### config.mk
export PLATFORM = sky130hd
export DESIGN_NAME = feature_sequencer
export DESIGN_NICKNAME = d
export VERILOG_FILES = /design/src/rtl/feature_sequencer.sv
export SDC_FILE = /design/constraint.sdc
export NUM_CORES = 1
export LEC_CHECK = 0
export ABC_AREA = 1
export BUFFER_PORTS_ARGS = -buffer_cell sky130_fd_sc_hd__buf_2
export CORE_MARGIN = 4
export CORE_UTILIZATION = 54
export CTS_BUF_LIST = sky130_fd_sc_hd__clkbuf_4 sky130_fd_sc_hd__clkbuf_8
export DETAILED_ROUTE_END_ITERATION = 7
export PLACE_DENSITY = 0.85
export SYNTH_ARGS = -nofsm -noshare
export SYNTH_HDL_FRONTEND = slang
export SYNTH_SLANG_ARGS = --single-unit
### constraint.sdc
create_clock -name i_clk -period 2.46 [get_ports i_clk]
set_input_delay 0.492 -clock i_clk [delete_from_list [all_inputs] [get_ports i_clk]]
set_output_delay 0.492 -clock i_clk [all_outputs]
set_load 0.005 [all_outputs]
### src/rtl/feature_sequencer.sv
// feature_sequencer: paces accelerometer reads from a programmable sample tick, hands each
// captured sample to the magnitude/feature pipeline with a one-cycle start pulse, counts
// samples per analysis window and presents the window's mean/std over a valid/ready handshake.
//
// Optional feature macro: SEQ_TIMEOUT_EN -- when defined, WAIT_MAG/WAIT_FEAT give up after
// TIMEOUT_CYC cycles, set err_timeout and abandon the window. Undefined: wait forever,
// err_timeout tied to 0.
//
// Ports:
//   i_clk, i_reset_n                 clock, asynchronous active-low reset
//   i_enable, i_clr_err              run request, clear sticky flags
//   i_sens_valid / o_sens_ready      sensor handshake; i_sens_x/y/z raw samples
//   o_pipe_start, o_pipe_x/y/z       start pulse and registered sample to the pipeline
//   i_pipe_mag_valid                 per-sample magnitude done
//   i_pipe_feat_valid, i_pipe_mean/std  window features from the pipeline
//   o_win_valid / i_win_ready        result handshake; o_win_mean/std latched features
//   o_sample_cnt                     samples accepted in the current window
//   o_overrun, o_err_timeout         sticky error flags
module feature_sequencer #(
  parameter int unsigned SAMPLE_DIV  = 1000,
  parameter int unsigned WINDOW_LEN  = 50,
  parameter int unsigned TIMEOUT_CYC = 64
) (
  input  logic        i_clk,
  input  logic        i_reset_n,
  input  logic        i_enable,
  input  logic        i_clr_err,
  input  logic        i_sens_valid,
  output logic        o_sens_ready,
  input  logic [15:0] i_sens_x,
  input  logic [15:0] i_sens_y,
  input  logic [15:0] i_sens_z,
  output logic        o_pipe_start,
  output logic [15:0] o_pipe_x,
  output logic [15:0] o_pipe_y,
  output logic [15:0] o_pipe_z,
  input  logic        i_pipe_mag_valid,
  input  logic        i_pipe_feat_valid,
  input  logic [15:0] i_pipe_mean,
  input  logic [15:0] i_pipe_std,
  output logic        o_win_valid,
  input  logic        i_win_ready,
  output logic [15:0] o_win_mean,
  output logic [15:0] o_win_std,
  output logic [7:0]  o_sample_cnt,
  output logic        o_overrun,
  output logic        o_err_timeout
);

  if (SAMPLE_DIV < 8 || WINDOW_LEN < 1 || WINDOW_LEN > 255 || TIMEOUT_CYC < 1) begin : g_cfg_chk
    $error("feature_sequencer: parameter out of range");
  end

  localparam int unsigned      TickW    = $clog2(SAMPLE_DIV);
  localparam logic [TickW-1:0] TickLast = TickW'(SAMPLE_DIV - 1);
  localparam logic [7:0]       WinLen   = 8'(WINDOW_LEN);

  typedef enum logic [2:0] {
    StIdle, StWaitTick, StCapture, StIssue, StWaitMag, StWaitFeat, StHold
  } state_e;

  state_e           r_state, w_state_nxt;
  logic [TickW-1:0] r_tick_cnt, w_tick_cnt_nxt;
  logic [7:0]       r_sample_cnt, w_sample_cnt_nxt, w_sample_inc;
  logic [15:0]      r_pipe_x, r_pipe_y, r_pipe_z;
  logic [15:0]      r_win_mean, r_win_std;
  logic             r_win_valid, w_win_valid_nxt;
  logic             r_overrun, w_overrun_nxt;
  logic             w_tick, w_capture, w_win_load, w_timeout;
  logic             w_sens_ready, w_pipe_start;

  // Free-running divider; held at 0 in IDLE so a fresh run waits a full period.
  always_comb begin
    w_tick         = (r_state != StIdle) && (r_tick_cnt == TickLast);
    w_tick_cnt_nxt = (r_state == StIdle || w_tick) ? '0 : r_tick_cnt + TickW'(1);
  end

`ifdef SEQ_TIMEOUT_EN
  localparam int unsigned      WaitW    = $clog2(TIMEOUT_CYC + 1);
  localparam logic [WaitW-1:0] WaitLast = WaitW'(TIMEOUT_CYC - 1);

  logic [WaitW-1:0] r_wait_cnt, w_wait_cnt_nxt;
  logic             r_err_timeout, w_err_timeout_nxt, w_err_set;

  always_comb begin
    w_timeout      = (r_state == StWaitMag || r_state == StWaitFeat) && (r_wait_cnt == WaitLast);
    // Any state change restarts the count, so entry into either wait state starts at 0.
    w_wait_cnt_nxt = (w_state_nxt != r_state) ? '0 : r_wait_cnt + WaitW'(1);
    // A response arriving on the last wait cycle still wins over the timeout.
    w_err_set      = w_timeout &&
                     !((r_state == StWaitMag  && i_pipe_mag_valid) ||
                       (r_state == StWaitFeat && i_pipe_feat_valid));
    w_err_timeout_nxt = w_err_set ? 1'b1 : (i_clr_err ? 1'b0 : r_err_timeout);
  end

  always_ff @(posedge i_clk or negedge i_reset_n) begin
    if (!i_reset_n) begin
      r_wait_cnt    <= '0;
      r_err_timeout <= 1'b0;
    end else begin
      r_wait_cnt    <= w_wait_cnt_nxt;
      r_err_timeout <= w_err_timeout_nxt;
    end
  end

  assign o_err_timeout = r_err_timeout;
`else
  assign w_timeout     = 1'b0;
  assign o_err_timeout = 1'b0;
`endif

  always_comb begin
    w_state_nxt      = r_state;
    w_sample_cnt_nxt = r_sample_cnt;
    w_sample_inc     = r_sample_cnt + 8'd1;
    w_win_valid_nxt  = r_win_valid;
    w_capture        = 1'b0;
    w_win_load       = 1'b0;
    w_sens_ready     = 1'b0;
    w_pipe_start     = 1'b0;
    unique case (r_state)
      StIdle: begin
        if (i_enable) begin
          w_state_nxt      = StWaitTick;
          w_sample_cnt_nxt = '0;
        end
      end
      StWaitTick: begin
        if (!i_enable) begin
          w_state_nxt      = StIdle;
          w_sample_cnt_nxt = '0;
        end else if (w_tick) begin
          w_state_nxt = StCapture;
        end
      end
      StCapture: begin
        w_sens_ready = 1'b1;
        if (i_sens_valid) begin
          w_capture   = 1'b1;
          w_state_nxt = StIssue;
        end else if (!i_enable) begin
          w_state_nxt = StIdle;
        end
      end
      StIssue: begin
        w_pipe_start = 1'b1;
        w_state_nxt  = StWaitMag;
      end
      StWaitMag: begin
        if (i_pipe_mag_valid) begin
          w_sample_cnt_nxt = w_sample_inc;
          w_state_nxt      = (w_sample_inc == WinLen) ? StWaitFeat : StWaitTick;
        end else if (w_timeout) begin
          w_sample_cnt_nxt = '0;
          w_state_nxt      = StWaitTick;
        end
      end
      StWaitFeat: begin
        if (i_pipe_feat_valid) begin
          w_win_load      = 1'b1;
          w_win_valid_nxt = 1'b1;
          w_state_nxt     = StHold;
        end else if (w_timeout) begin
          w_sample_cnt_nxt = '0;
          w_state_nxt      = StWaitTick;
        end
      end
      StHold: begin
        if (i_win_ready) begin
          w_win_valid_nxt  = 1'b0;
          w_sample_cnt_nxt = '0;
          w_state_nxt      = i_enable ? StWaitTick : StIdle;
        end
      end
      default: w_state_nxt = StIdle;
    endcase

    // Ticks only have a home in WAIT_TICK (or IDLE, where none occur); elsewhere they are lost.
    if (w_tick && !(r_state == StIdle || r_state == StWaitTick)) begin
      w_overrun_nxt = 1'b1;
    end else if (i_clr_err) begin
      w_overrun_nxt = 1'b0;
    end else begin
      w_overrun_nxt = r_overrun;
    end
  end

  always_ff @(posedge i_clk or negedge i_reset_n) begin
    if (!i_reset_n) begin
      r_state      <= StIdle;
      r_tick_cnt   <= '0;
      r_sample_cnt <= '0;
      r_pipe_x     <= '0;
      r_pipe_y     <= '0;
      r_pipe_z     <= '0;
      r_win_valid  <= 1'b0;
      r_win_mean   <= '0;
      r_win_std    <= '0;
      r_overrun    <= 1'b0;
    end else begin
      r_state      <= w_state_nxt;
      r_tick_cnt   <= w_tick_cnt_nxt;
      r_sample_cnt <= w_sample_cnt_nxt;
      r_win_valid  <= w_win_valid_nxt;
      r_overrun    <= w_overrun_nxt;
      if (w_capture) begin
        r_pipe_x <= i_sens_x;
        r_pipe_y <= i_sens_y;
        r_pipe_z <= i_sens_z;
      end
      if (w_win_load) begin
        r_win_mean <= i_pipe_mean;
        r_win_std  <= i_pipe_std;
      end
    end
  end

  assign o_sens_ready = w_sens_ready;
  assign o_pipe_start = w_pipe_start;
  assign o_pipe_x     = r_pipe_x;
  assign o_pipe_y     = r_pipe_y;
  assign o_pipe_z     = r_pipe_z;
  assign o_win_valid  = r_win_valid;
  assign o_win_mean   = r_win_mean;
  assign o_win_std    = r_win_std;
  assign o_sample_cnt = r_sample_cnt;
  assign o_overrun    = r_overrun;

endmodule

* Word-level counts from Yosys, hierarchy flattened
Index checks and enable logic that the tools add are counted.
** Storage, ports and cells
- Bits in registers :: 103
- Output and inout port bits :: 93
- Input port bits :: 88
- Word-level logic and storage cells :: 68
** Cells by class
- Reduce and logical (&&, ||, !) cells :: 13
- Multiplexer cells :: 28
- Equal/unequal tests :: 15
- Add/subtract/negate cells :: 2
** Operators with widths (count)
- $mux 8 :: 4
- $pmux 8 s4 :: 1
- $mux 3 :: 9
- $pmux 3 s7 :: 1
- $mux 1 :: 11
- $add 10x1->10 const B :: 1
- $eq 10x10->1 const B :: 1
- $mux 10 :: 1
- $ne 2x2->1 const B :: 5
- $eq 3x3->1 const B :: 3
- $add 8x1->8 const B :: 1
- $eq 8x6->1 const B :: 1
- $eq 3x2->1 const B :: 2
- $ne 3x3->1 const B :: 2
- $reduce_and 6->1 :: 1
- $reduce_and 5->1 :: 1
- $reduce_bool 2->1 :: 2
- $reduce_bool 4->1 :: 1
- $eq 3x1->1 const B :: 1
- $logic_not 3->1 :: 1
- $reduce_and 3->1 :: 1
- $reduce_bool 3->1 :: 1
- $logic_and 1x1->1 :: 2
- $logic_or 1x1->1 :: 2
- other kinds (2) :: 2

* Depth between registers and ports, before layout
- Depth after elaboration :: 5
- Mapped depth :: 11
- Mapped depth without buffers :: 11

* Worst setup path after synthesis
OpenSTA, ideal clock, no wires.
- Path type :: reg2reg
- Start point :: register r_state[2]
- End point :: register r_pipe_x[10], in the netlist o_pipe_x[10]
- Clock period less this slack :: 1367 ps
- Setup time :: 116 ps
- Path buffers :: 2
- Arrival time :: 1250 ps
- Stages on the path, launching flop included :: 9
- Slack :: 1093 ps
- Data required time :: 2344 ps
- Cells stage by stage :: dfrtp_1 inv_2 nand2_2 nor3_4 inv_2 buf_4 buf_2 nand2_1 nand2_1
** Between the ends
- Longest elaborated chain between the ends :: 2
** Ends and longest elaborated chain
- start, declared :: RTL line 62 : state_e r_state, w_state_nxt;
- start signal, assigned :: RTL line 190 : r_state <= StIdle;
- start signal, assigned :: RTL line 201 : r_state <= w_state_nxt;
- $eq 3x2->1 :: RTL line 121 : unique case (r_state)
- $mux 1 :: RTL line 121
- end signal, assigned :: RTL line 207 : r_pipe_x <= i_sens_x;
- end, declared :: RTL line 65 : logic [15:0] r_pipe_x, r_pipe_y, r_pipe_z;
Every way passes these cells.
A chain may end at the register's enable or synchronous reset.

* Worst setup path after layout
- Start point :: register r_state[2]
- End point :: output port o_pipe_start
** Between the ends
- Longest elaborated chain between the ends :: 2
** Ends and longest elaborated chain
- $eq 3x2->1 :: RTL line 121
- $mux 1 :: RTL line 121
- end, declared :: RTL line 33 : output logic o_pipe_start,
Every way passes these cells.

==> flow_summary.ini <==
[clock_network]
cts_tree = done
clk_pin_slew_ps = 100
clk_latency_ps = 360
holdBufCountCts = 0
root_buffer = clkbuf_8
htree_levels = 3
cts.sinks = 103
postCtsSetupBuffers = 0
clock_path_buffers = 2
numCtsBuffers = 9
post_cts_resized = 0

[timing]
slew_viol_final = 0
hold_viol = 0
tns_ps = 0
worstMarginPinSlew_ps = 585.3
final.period_utilization_pct = 75.38
maxSlewHeadroom_pct = 60.98
fmax_mhz = 539.3
finalCriticalPeriod_ps = 1854
setup_viol = 0
rsz0062_at_grt = no
finClkSkew_ps = 12.75

[floorplanning]
std_cell_rows = 33
die_area_mm2 = 0.009879
core_mm2 = 0.008175
start_util_pct = 55.17
die_h_um = 99.40
die_x_um = 99.40
ios = 181

[global_route]
grt_max_degree = 50
antenna_found_initial = 0
grt_overflow = 0
top_usage_layer = met2
grt_pass1_wl_um = 17330
met3_usage_pct = 4.488
grt_util_met1_pct = 27.73
track_usage_pct = 21.90
met2_usage_pct = 36.93
grt_pass1_vias = 3804

[place]
hpwl_um = 8104
placed_cells = 721
portBuffers = 179
routabilityCongestion = 0.8355

[logic_synthesis]
yosysWarnings = 0
avgSynthCellArea_um2 = 10.11
synth_fp_nets = 537
synth-main-ff-cell = dfrtp_1
async_flop_share_pct = 100.0
synth.ff_latch_count = 103
synth_area_mm2 = 0.004511
synth_edf_count = 0
synth_area_leaders = dfrtp_1 (57%), nand2_1 (15%), mux2_4 (9.7%)
synth_top_area_share_pct = 57.14
syn_inst = 446
ys_seq_area_share_pct = 57.14
yosys.area.top_type = dfrtp_1
ys_types = 38

[drt]
drtPass1Iterations = 4
drt_iter0_drc = 102
post_drt_wl_per_cell_um = 14.39
vias_per_cell = 4.944
drc_errors = 0
via_count = 3644
ant_nets = 0
finalWirelength_um = 10610

[critical_path]
crit_type = register to output port
end_kind = output port
worstSetupStartpointType = register
cp_max_fo = 5
required_ps = 1970
cp.arrival_ps = 1360

[layout]
final_common_cell = buf_2
diodes = 0
final_cell_mix = buf_2 (178), nand2_1 (175), dfrtp_1 (103)
area_growth_pct = 26.57
fin_cells = 737
final_net_count = 718
drive_gt1_share_pct = 40.98

[status]
status = finished, final reports clean

[power]
power_density_mw_per_mm2 = 1045
vdd_drop_max_v = 0.0005295
p_leak_nw = 3.293

[flow_run]
cap_violations = 0

[hold_path]
hold_class = input port to async pin
==> area by class of cell <==
| type | instances | area, um^2 |
|---|---|---|
| clock buffers | 10 | 137.6 |
| clock inverters | 6 | 75.07 |
| fillers | 657 | 2466 |
| inverters | 29 | 108.9 |
| multi-input cells | 299 | 1723 |
| flip-flops and latches | 103 | 2577 |
| well taps | 105 | 131.4 |
| repair buffers | 185 | 955.9 |
==> power breakdown <==
part / internal, W / leakage, nW / switching (W) / total, W
clock: 0.000515 / 0.105 / 0.000592 / 0.00111
sequential: 0.00233 / 1.32 / 0.000391 / 0.00272
combinational: 0.00106 / 1.87 / 0.00109 / 0.00214
==> kinds of logic (layout without fill, tap and decap cells) <==
| kind of cell | count (synthesis) | after routing | synth area share (%) |
|---|---|---|---|
| xor gates and xnor gates | 1 | 1 | 0.1942 |
| and+or+nand+nor | 238 | 238 | 22.80 |
| AOI/OAI and AO/OA | 23 | 23 | 3.662 |
| other | 1 | 1 | 0.08314 |
| muxes | 33 | 33 | 10.62 |
| DFF | 103 | 103 | 57.14 |
| buffers and inverters | 44 | 230 | 4.660 |
| adders and majority gates | 3 | 3 | 0.8323 |
==> sequential cells by signal (all words and copies together), names as in the netlist <==
signal,flops
o_pipe_x,16
r_state,3
o_sample_cnt,8
o_win_mean,16
o_overrun,1
o_pipe_y,16
r_tick_cnt,10
o_pipe_z,16
o_win_std,16
o_win_valid,1
==> worst max-delay path: stages (launching register included) <==
cell and delay, ps:
dfrtp_1 450, inv_2 130, nand2_2 100, nor2_1 170
buf_2 160
==> cell usage after synthesis, types with 3 or more instances <==
library cell	count
mux2_2	3
o21ai_1	4
o21ai_0	3
inv_2	5
mux2_4	29
clkbuf_1	5
nand2_1	175
nor2_1	20
nor3_1	5
buf_4	3
nand3_1	16
buf_2	3
buf_6	4
ha_1	3
inv_1	23
nand2_2	5
nand4_1	4
o22ai_2	4
dfrtp_1	103
a21oi_1	5
==> final timing paths <==
path | from | end | slack, ps | cells after the start
worst min register to register | r_tick_cnt[0]$_DFF_PN0_ | r_tick_cnt[0]$_DFF_PN0_ | 470 | 1
max in group asynchronous | i_reset_n | o_win_std[3]$_DFFE_PN0P_ | 1820 | 2
worst min-delay path | i_reset_n | o_pipe_y[7]$_DFFE_PN0P_ | 30 | 1
worst max-delay path | r_state[2]$_DFFE_PN0P_ | o_pipe_start | 610 | 4
worst max register to register | r_state[0]$_DFFE_PN0P_ | o_sample_cnt[0]$_DFFE_PN0P_ | 740 | 8
min in group i_clk | i_clr_err | o_overrun$_DFFE_PN0P_ | 300 | 2
==> metal layers <==
metal | vias up | wire length [um]
met2 | 116 | 5376
met5 | - | 0
met3 | 15 | 628
met4 | 0 | 170
met1 | 1743 | 4429
li1 | 1770 | -
==> metrics by stage <==
step | worst slack (ps) | utilization, % | total power [W] | instance area [um^2] | hold slack (ps)
after global placement | 850.8 | 67.23 | 0.004777 | 5497 | 427.6
after detailed placement | 771.1 | 67.23 | 0.004908 | 5497 | 432.0
after CTS | 578.1 | 69.83 | 0.006026 | 5709 | 27.81
after global routing | 499.2 | 69.83 | 0.006400 | 5709 | 32.83
final | 605.7 | 69.83 | 0.005967 | 5709 | 31.47
after floorplan | 1093 | - | 0.003944 | 4511 | 196.4
No activity file was read; power rests on OpenSTA's default activity.
